$ cat src/rtl/dct_pkg.sv
// dct_pkg: constants, coefficient type, row-order map and sequencer states
// shared by dct_row_1d and its dot-product pipeline dct_row_mac.
package dct_pkg;

    localparam int COEF_W = 12;
    localparam int K_W    = 13;

    // Q12 of 0.5*cos(m*pi/16), m = 1..7
    localparam logic signed [K_W-1:0] K1 = 13'sd2009;
    localparam logic signed [K_W-1:0] K2 = 13'sd1892;
    localparam logic signed [K_W-1:0] K3 = 13'sd1703;
    localparam logic signed [K_W-1:0] K4 = 13'sd1448;
    localparam logic signed [K_W-1:0] K5 = 13'sd1138;
    localparam logic signed [K_W-1:0] K6 = 13'sd784;
    localparam logic signed [K_W-1:0] K7 = 13'sd400;

    typedef logic signed [COEF_W-1:0] coef_t;

    // Entry n (3 bits each, LSB first) is the block row of the n-th completed row.
    localparam logic [23:0] ROW_MAP = {3'd4, 3'd3, 3'd5, 3'd2, 3'd6, 3'd1, 3'd7, 3'd0};

    typedef enum logic {SEQ_IDLE, SEQ_EMIT} seq_state_e;

    function automatic logic [2:0] row_map(input logic [2:0] rc);
        return ROW_MAP[3*int'(rc) +: 3];
    endfunction

endpackage

$ cat src/rtl/dct_row_mac.sv
// dct_row_mac: 4-term signed constant dot product; in_k picks the constant and
// sign set of one DCT coefficient. Stage 1 registers products, stage 2 the rounded sum.
module dct_row_mac
    import dct_pkg::*;
#(
    parameter int TERM_W = 10,
    parameter int TAG_W  = 7
) (
    input  logic              clk,
    input  logic              rst_n,
    input  logic              in_valid,
    input  logic [2:0]        in_k,
    input  logic [TAG_W-1:0]  in_tag,
    input  logic [TERM_W-1:0] in_t0,
    input  logic [TERM_W-1:0] in_t1,
    input  logic [TERM_W-1:0] in_t2,
    input  logic [TERM_W-1:0] in_t3,
    output logic              out_valid,
    output logic [TAG_W-1:0]  out_tag,
    output logic [COEF_W-1:0] out_data
);

    localparam int P_W   = K_W + TERM_W;
    localparam int ACC_W = P_W + 2;

    logic signed [K_W-1:0]    kc [4];
    logic signed [TERM_W-1:0] t [4];
    logic signed [P_W-1:0]    prod_d [4];
    logic signed [P_W-1:0]    prod_q [4];
    logic signed [ACC_W-1:0]  sum;
    logic                     v1_d, v1_q, valid_d, valid_q;
    logic [TAG_W-1:0]         tag1_d, tag1_q, tag_d, tag_q;
    coef_t                    data_d, data_q;

    always_comb begin
        t[0] = in_t0;
        t[1] = in_t1;
        t[2] = in_t2;
        t[3] = in_t3;
        kc = '{K4, K4, K4, K4};
        // Even k weight the sums a0..a3, odd k the differences b0..b3.
        case (in_k)
            3'd0:    kc = '{K4,  K4,  K4,  K4};
            3'd1:    kc = '{K1,  K3,  K5,  K7};
            3'd2:    kc = '{K2,  K6, -K6, -K2};
            3'd3:    kc = '{K3, -K7, -K1, -K5};
            3'd4:    kc = '{K4, -K4, -K4,  K4};
            3'd5:    kc = '{K5, -K1,  K7,  K3};
            3'd6:    kc = '{K6, -K2,  K2, -K6};
            default: kc = '{K7, -K5,  K3, -K1};
        endcase
        for (int j = 0; j < 4; j++) begin
            prod_d[j] = P_W'(kc[j]) * P_W'(t[j]);
        end
        v1_d   = in_valid;
        tag1_d = in_tag;

        sum     = ACC_W'(prod_q[0]) + ACC_W'(prod_q[1]) + ACC_W'(prod_q[2]) + ACC_W'(prod_q[3]);
        data_d  = coef_t'((sum + ACC_W'(2048)) >>> 12);
        valid_d = v1_q;
        tag_d   = tag1_q;
    end

    always_ff @(posedge clk or negedge rst_n) begin
        if (!rst_n) begin
            for (int j = 0; j < 4; j++) prod_q[j] <= '0;
            v1_q    <= 1'b0;
            tag1_q  <= '0;
            valid_q <= 1'b0;
            tag_q   <= '0;
            data_q  <= '0;
        end else begin
            prod_q  <= prod_d;
            v1_q    <= v1_d;
            tag1_q  <= tag1_d;
            valid_q <= valid_d;
            tag_q   <= tag_d;
            data_q  <= data_d;
        end
    end

    assign out_valid = valid_q;
    assign out_tag   = tag_q;
    assign out_data  = data_q;

endmodule

$ cat src/rtl/dct_row_1d.sv
// dct_row_1d: 8-point row DCT-II fed in butterfly pair order, emitting Y0..Y7 in
// natural order with row/index tags. Define DCT_LEVEL_SHIFT_EN to subtract 128 from samples.
module dct_row_1d
    import dct_pkg::*;
#(
    parameter int IN_W  = 8,
    parameter int OUT_W = 12
) (
    input  logic             clk,
    input  logic             rst_n,
    input  logic             in_valid,
    input  logic [IN_W-1:0]  in_data,
    output logic             out_valid,
    output logic [OUT_W-1:0] out_data,
    output logic [2:0]       out_idx,
    output logic [2:0]       out_row,
    output logic             out_last
);

    localparam int S_W = IN_W + 1;
    localparam int A_W = IN_W + 2;

    logic [2:0]            pos_q, pos_d, rc_q, rc_d;
    logic signed [S_W-1:0] s_cur, s_hold_q, s_hold_d;
    logic signed [A_W-1:0] cap_a_q [4], cap_a_d [4], cap_b_q [4], cap_b_d [4];
    logic signed [A_W-1:0] hold_a_q [4], hold_a_d [4], hold_b_q [4], hold_b_d [4];
    logic                  load;

    seq_state_e            state_q, state_d;
    logic [2:0]            k_q, k_d, row_q, row_d;
    logic                  blk_end_q, blk_end_d;

    logic [A_W-1:0]        term [4];
    logic                  mac_valid;
    logic [6:0]            mac_tag;
    logic [COEF_W-1:0]     mac_data;

    always_comb begin
`ifdef DCT_LEVEL_SHIFT_EN
        s_cur = {1'b0, in_data} - S_W'(1 << (IN_W - 1));
`else
        s_cur = {1'b0, in_data};
`endif
    end

    assign load = in_valid && (pos_q == 3'd7);

    always_comb begin
        pos_d    = pos_q;
        s_hold_d = s_hold_q;
        cap_a_d  = cap_a_q;
        cap_b_d  = cap_b_q;
        hold_a_d = hold_a_q;
        hold_b_d = hold_b_q;
        rc_d     = rc_q;
        if (in_valid) begin
            pos_d = pos_q + 3'd1;
            if (!pos_q[0]) begin
                s_hold_d = s_cur;
            end else begin
                cap_a_d[pos_q[2:1]] = A_W'(s_hold_q) + A_W'(s_cur);
                cap_b_d[pos_q[2:1]] = A_W'(s_hold_q) - A_W'(s_cur);
            end
        end
        // The hold bank takes the pair being completed this edge (a3/b3) as well.
        if (load) begin
            hold_a_d = cap_a_d;
            hold_b_d = cap_b_d;
            rc_d     = rc_q + 3'd1;
        end
    end

    always_ff @(posedge clk or negedge rst_n) begin
        if (!rst_n) begin
            pos_q    <= '0;
            rc_q     <= '0;
            s_hold_q <= '0;
            for (int j = 0; j < 4; j++) begin
                cap_a_q[j]  <= '0;
                cap_b_q[j]  <= '0;
                hold_a_q[j] <= '0;
                hold_b_q[j] <= '0;
            end
        end else begin
            pos_q    <= pos_d;
            rc_q     <= rc_d;
            s_hold_q <= s_hold_d;
            cap_a_q  <= cap_a_d;
            cap_b_q  <= cap_b_d;
            hold_a_q <= hold_a_d;
            hold_b_q <= hold_b_d;
        end
    end

    always_comb begin
        state_d   = state_q;
        k_d       = k_q;
        row_d     = row_q;
        blk_end_d = blk_end_q;
        case (state_q)
            SEQ_IDLE: begin
                if (load) begin
                    state_d = SEQ_EMIT;
                    k_d     = 3'd0;
                end
            end
            default: begin
                if (k_q == 3'd7) begin
                    k_d = 3'd0;
                    if (!load) state_d = SEQ_IDLE;
                end else begin
                    k_d = k_q + 3'd1;
                end
            end
        endcase
        if (load) begin
            row_d     = row_map(rc_q);
            blk_end_d = (rc_q == 3'd7);
        end
    end

    always_ff @(posedge clk or negedge rst_n) begin
        if (!rst_n) begin
            state_q   <= SEQ_IDLE;
            k_q       <= '0;
            row_q     <= '0;
            blk_end_q <= 1'b0;
        end else begin
            state_q   <= state_d;
            k_q       <= k_d;
            row_q     <= row_d;
            blk_end_q <= blk_end_d;
        end
    end

    always_comb begin
        for (int j = 0; j < 4; j++) begin
            term[j] = k_q[0] ? hold_b_q[j] : hold_a_q[j];
        end
    end

    dct_row_mac #(
        .TERM_W (A_W),
        .TAG_W  (7)
    ) u_mac (
        .clk       (clk),
        .rst_n     (rst_n),
        .in_valid  (state_q == SEQ_EMIT),
        .in_k      (k_q),
        .in_tag    ({blk_end_q && (k_q == 3'd7), row_q, k_q}),
        .in_t0     (term[0]),
        .in_t1     (term[1]),
        .in_t2     (term[2]),
        .in_t3     (term[3]),
        .out_valid (mac_valid),
        .out_tag   (mac_tag),
        .out_data  (mac_data)
    );

    assign out_valid = mac_valid;
    assign out_last  = mac_tag[6];
    assign out_row   = mac_tag[5:3];
    assign out_idx   = mac_tag[2:0];
    assign out_data  = OUT_W'($signed(mac_data));

endmodule

$ cat config.mk
export PLATFORM = sky130hd
export DESIGN_NAME = dct_row_1d
export DESIGN_NICKNAME = d
export VERILOG_FILES = /design/src/rtl/dct_pkg.sv /design/src/rtl/dct_row_mac.sv /design/src/rtl/dct_row_1d.sv
export SDC_FILE = /design/constraint.sdc
export NUM_CORES = 2
export LEC_CHECK = 0
export CAP_MARGIN = 20
export CORE_ASPECT_RATIO = 0.9
export CORE_UTILIZATION = 35
export CTS_CLUSTER_SIZE = 14
export DETAILED_ROUTE_END_ITERATION = 8
export PLACE_DENSITY = 0.55
export SLEW_MARGIN = 15
export SYNTH_ARGS = -nofsm -noshare
export SYNTH_HDL_FRONTEND = slang
export SYNTH_SLANG_ARGS = --single-unit
export TNS_END_PERCENT = 5
$ cat constraint.sdc
create_clock -name clk -period 13.29 [get_ports clk]
set_clock_uncertainty 0.15 [all_clocks]
set_input_delay 2.658 -clock clk [delete_from_list [all_inputs] [get_ports clk]]
set_output_delay 2.658 -clock clk [all_outputs]
set_load 0.01 [all_outputs]
---- Word-level counts from Yosys, hierarchy flattened ----
Index checks and enable logic that the tools add are counted.
word-level totals
  bits of input ports ..................... 11
  register bits ........................... 301
operators by class
  add/subtract/negate cells ............... 9
  bitwise logic cells ..................... 2
  order comparisons ....................... 2
  multiply operators ...................... 5
  eq/ne operators ......................... 9
  shift-type cells ........................ 1
  muxes and demuxes ....................... 19
  reduce and logical (&&, ||, !) cells .... 6
operators with widths
  operator                 number
  $pmux 50 s7              1
  $mux 40                  4
  $bwmux 40                2
  $mul 13x10->23           3
  $mux 10                  5
  $add 24x23->24           2
  $add 22x23->24           1
  $add 24x13->24 const B   1
  $shiftx 24x6->3 const A  1
  $mul 12x10->22           1
  $demux 10 s2             1
  $eq 3x3->1 const B       6
  $add 3x1->3 const B      3
  $add 8x8->9              1
  $mux 3                   3
  $sub 8x8->9              1
  $eq 3x2->1 const B       2
  $mul 2x3->5 const A      1
  $eq 3x1->1 const B       1
  $ge 3x3->1 const B       1
  $logic_and 1x1->1        3
  $logic_not 3->1          1
  $lt 3x1->1 const B       1
  $mux 1                   3
  4 further kinds          4

---- Longest topological paths before layout ----
  word-level depth ........................ 8
  mapped depth ............................ 29

---- By module ----
Synthesis repeated with hierarchy kept, for this count alone.
second synthesis, totals
  cell total of the unflattened synthesis .. 3295
  area total of the unflattened synthesis .. 31975.7 µm²
by module, submodules not included
  module       times used  area an instance (µm²)  cells an instance
  dct_row_mac  1           23542.6                 2509
  dct_row_1d   1           8433.1                  786

---- Worst setup path after synthesis ----
Ideal clock, no wire load.
  kind .................................... register to register
  start point ............................. reg k_q[2]
  end point ............................... reg u_mac.prod_q[43] (netlist name)
  slack ................................... 6.345 ns
  period minus slack after synthesis ...... 6.945 ns
  arrival ................................. 6.691 ns
  stages on the path, launching flop included .. 27
  buffers on the path ..................... 3
  cells stage by stage .................... dfrtp_1 -> clkbuf_1 -> clkinv_1 -> ha_1 -> clkbuf_1 -> nor4_1 -> clkbuf_1 -> nor2_1 -> nand2_1 -> nand2_1 -> fa_1 -> inv_1 -> fa_1 -> inv_1 -> fa_1 -> inv_1 -> fa_1 -> inv_1 -> fa_1 -> inv_1 -> ha_1 -> a2111oi_2 -> o21ai_1 -> a41o_1 -> o21ai_2 -> or4b_1 -> o311ai_1
RTL lines
  item                    RTL line           source
  start, declared         dct_row_1d.sv:30   logic [2:0] k_q, k_d, row_q, row_d;
  start signal, assigned  dct_row_1d.sv:130  k_q <= k_d;
  end signal, assigned    dct_row_mac.sv:73  prod_q <= prod_d;
  end, declared           dct_row_mac.sv:29  logic signed [P_W-1:0] prod_q [4];

==> summary.md <==
| Metric | Value |
|---|---|
| Outcome | `finished, final reports clean` |
| Worst rel slew slack | `27.19%` |
| Pin count of the biggest net entering global routing | `94` |
| Min-Delay Endpoint | `u_mac.out_tag[5]` |
| Least-Margin Pin Slew | `~1.1 ns` |
| FMAX | `~120 MHz` |
| DR pass1 iterations | `5` |
| Library cells used by synthesis | `72` |
| GPL Wtd Cong | `between 0.9 and 1` |
| Synth area leaders | `fa_1 (29%), dfrtp_1 (24%), ha_1 (12%)` |
| CTS Buf Count | `36` |
| Port Buffers | `30` |
| Synthesized instance count | `~3200` |
| Worst reg2reg path depth | `22` |
| Starting Density | `35.52%` |
| Syn-to-layout area delta | `9.502%` |
| Leading area contributor after synthesis | `fa_1` |
| Endpoints failing setup | `0` |
| Worst hold path depth | `0` |
| Crit path kind | `reg -> reg` |
| DR WL/cell | `about 19 um` |
| Yosys top cell area share | `slightly below 30%` |
| Hpwl dp | `about 66000 um` |
| Final WL | `81990 um` |
| Crit Reg-Reg Endpoint | `u_mac.prod_q[68]` |
| Die span in y | `around 290 um` |
| Count leader, synth | `inv_1` |
| Synthesis Warnings | `0` |
| Starting DRT DRC Count | `~1500` |
| Gr ovfl total | `0` |
| Syn nets | `4004` |
| Critical Path End Type | `flop` |
| Worst-path clk slew | `roughly 0.06 ns` |
| Total negative slack | `0 ns` |
| Clk buf depth | `3` |
| Synthesized area per cell | `between 9 and 10 um2` |
| Synth Flop Type | `dfrtp_1` |
| CP arrival | `around 9 ns` |
| Hold Crit Start | `u_mac.tag1_q[5]` |
| Antenna violations before repair | `6` |
| Vias in the first global route | `~23000` |
| Class of the worst hold path | `reg -> reg` |
| Post-synth EDFFs | `0` |
| Clk_lat worst skew | `between 0.5 and 0.6 ns` |
| Worst Path Required | `between 10 and 15 ns` |
| Nets@finish | `between 4000 and 5000` |
| Placement Rows | `a little over 100` |
| Area of the multi-input gates | `between 20000 and 25000 um2` |
| Post-CTS sizing | `0` |
| Fraction of registers with async set/reset | `100.0%` |
| Clock H-tree levels | `2` |
| Vias/cell | `approximately 4.9` |
| Crit-path max FO | `43` |
| Area of the die | `90670 um2` |
| Postcts setup bufs | `0` |
| R2R Path Start | `k_q[0]` |
| Syn Std Cell Area | `31310 um2` |
| Seq cells post-synth | `300` |
| R2r setup slk | `4.64 ns` |
| Root Driver | `clkbuf_16` |
| Max-cap violations | `0` |
| FF+latch area | `approximately 7500 um2` |
| Fin crit share | `65.08%` |
| Clk sinks | `300` |
| Register area share after synthesis | `between 20% and 30%` |
| Slew Limit Fails | `0` |
| Worst setup SP type | `flop` |
| DR DRC count | `0` |
| Hold Fails Final Rpt | `0` |
| Antenna-violating nets left | `0` |
| All-Layer GR Usage | `a little under a fifth` |
| Commonest cells in the netlist | `inv_1 (586), fa_1 (451), nand2_1 (414), ha_1 (301), dfrtp_1 (300)` |
| Hold_buf cts | `0` |
| CORE AREA | `just under 90000 um2` |
| Fillers | `between 8000 and 9000` |
| First-pass GRT wire length | `~130000 um` |
| Io pins | `31` |
| Layout cell share with drive strength beyond 1 | `between 6 and 7%` |
| Die Wd | `317.3 um` |
| Min Tclk post-route | `approximately 8.6 ns` |
| CTS tree | `done` |
| Detailed-route via count | `roughly 22000` |
| RSZ-0062 raised after global routing | `no` |
-- worst max-delay path, cell delays in order, from the launching register on --
cell,delay [ns]
dfrtp_4,0.83
ha_1,0.49
ha_1,0.68
nor2_1,0.16
nand2_1,0.28
nand2_1,0.30
nor3_1,0.89
nor2_1,0.15
fa_1,0.53
fa_1,0.55
fa_1,0.45
fa_1,0.49
inv_1,0.05
fa_1,0.47
inv_1,0.04
ha_1,0.36
a21o_1,0.19
a31oi_1,0.32
nand2_1,0.11
o21ai_0,0.26
o21ai_0,0.21
and4_1,0.25
nor4_1,0.30
-- state kept, by name, summed over array words and instances, names as in the netlist --
register,count
hold_a_q,40
blk_end_q,1
rc_q,3
state_q,1
u_mac.tag1_q,7
cap_a_q,40
row_q,2
s_hold_q,8
pos_q,3
cap_b_q,40
u_mac.out_valid,1
hold_b_q,40
u_mac.out_data,12
u_mac.v1_q,1
u_mac.out_tag,7
u_mac.prod_q,91
k_q,3
-- layout make-up --
type | instances | share of cell area, %
Antenna cell | 1 | 0.007298
Clock buffer | 47 | 2.952
Clock inverter | 18 | 0.8356
Inverter | 588 | 6.437
Multi-Input combinational cell | 2256 | 62.00
Sequential cell | 300 | 21.91
Tap cell | 1155 | 4.215
Timing Repair Buffer | 65 | 1.649
-- worst max path at each step --
stage / from / cells after the start / slack (ns) / endpoint
3_5_place_dp: k_q[0] / 22 / 4.83 / u_mac.prod_q[68]
6_report: k_q[0] / 22 / 4.64 / u_mac.prod_q[68]
4_1_cts: k_q[0] / 22 / 4.79 / u_mac.prod_q[68]
2_1_floorplan: k_q[2] / 26 / 6.35 / u_mac.prod_q[43]
3_3_place_gp: k_q[0] / 22 / 4.92 / u_mac.prod_q[68]
5_1_grt: k_q[0] / 22 / 4.32 / u_mac.prod_q[68]
-- routing by layer --
layer / vias up / routed length, um / share of wire (%) / track usage (%)
met5: - / 13 / 0.016 / 0
met1: 10950 / 38900 / 47 / 27.13
met4: 2 / 1506 / 1.8 / 3.840
li1: 10200 / - / - / -
met3: 87 / 5356 / 6.5 / 3.429
met2: 517 / 36210 / 44 / 29.39
-- through the flow --
stage / area, um2 / worst slack [ns] / instances / utilization (%) / hold slack [ns]
floorplan: 31310 / 6.345 / 3241 / - / 0.1812
global placement: 32970 / 4.918 / 4362 / 37.41 / 0.1828
detailed placement: 32970 / 4.835 / 4362 / 37.41 / 0.1847
CTS: 34270 / 4.794 / 4427 / 38.88 / 0.1985
global route: 34290 / 4.316 / 4429 / 38.89 / 0.2035
finish: 34290 / 4.641 / 4430 / 38.90 / 0.1970
-- cells in the final DEF (no fill, tap or decap), types with 29 or more instances in the layout --
cell type	netlist	layout
nor2_1	274	274
buf_4	0	34
and2_1	31	30
nor3_1	37	37
clkbuf_16	0	36
xnor2_1	84	84
a21oi_1	102	102
fa_1	451	451
nor2b_1	31	31
inv_1	586	586
mux2i_1	35	29
nand2_1	414	414
mux2_2	83	83
clkdlybuf4s50_1	0	29
ha_1	301	301
dfrtp_1	300	299
o21ai_0	122	120
-- cell families (layout without fill, tap and decap cells) --
kind of cell	after synthesis	in the layout	share of synthesized area, %
xor+xnor	105	105	2.937
mux	118	118	4.104
flops	300	300	23.98
buf+inv	685	718	8.235
fa+ha+maj	752	752	40.86
other cells	0	1	0
compound gates	379	379	7.456
simple gates	902	902	12.43
Power is left out: the tool's default activity adds up to more than one toggle a clock period on the data nets, which glitch-free logic cannot reach.
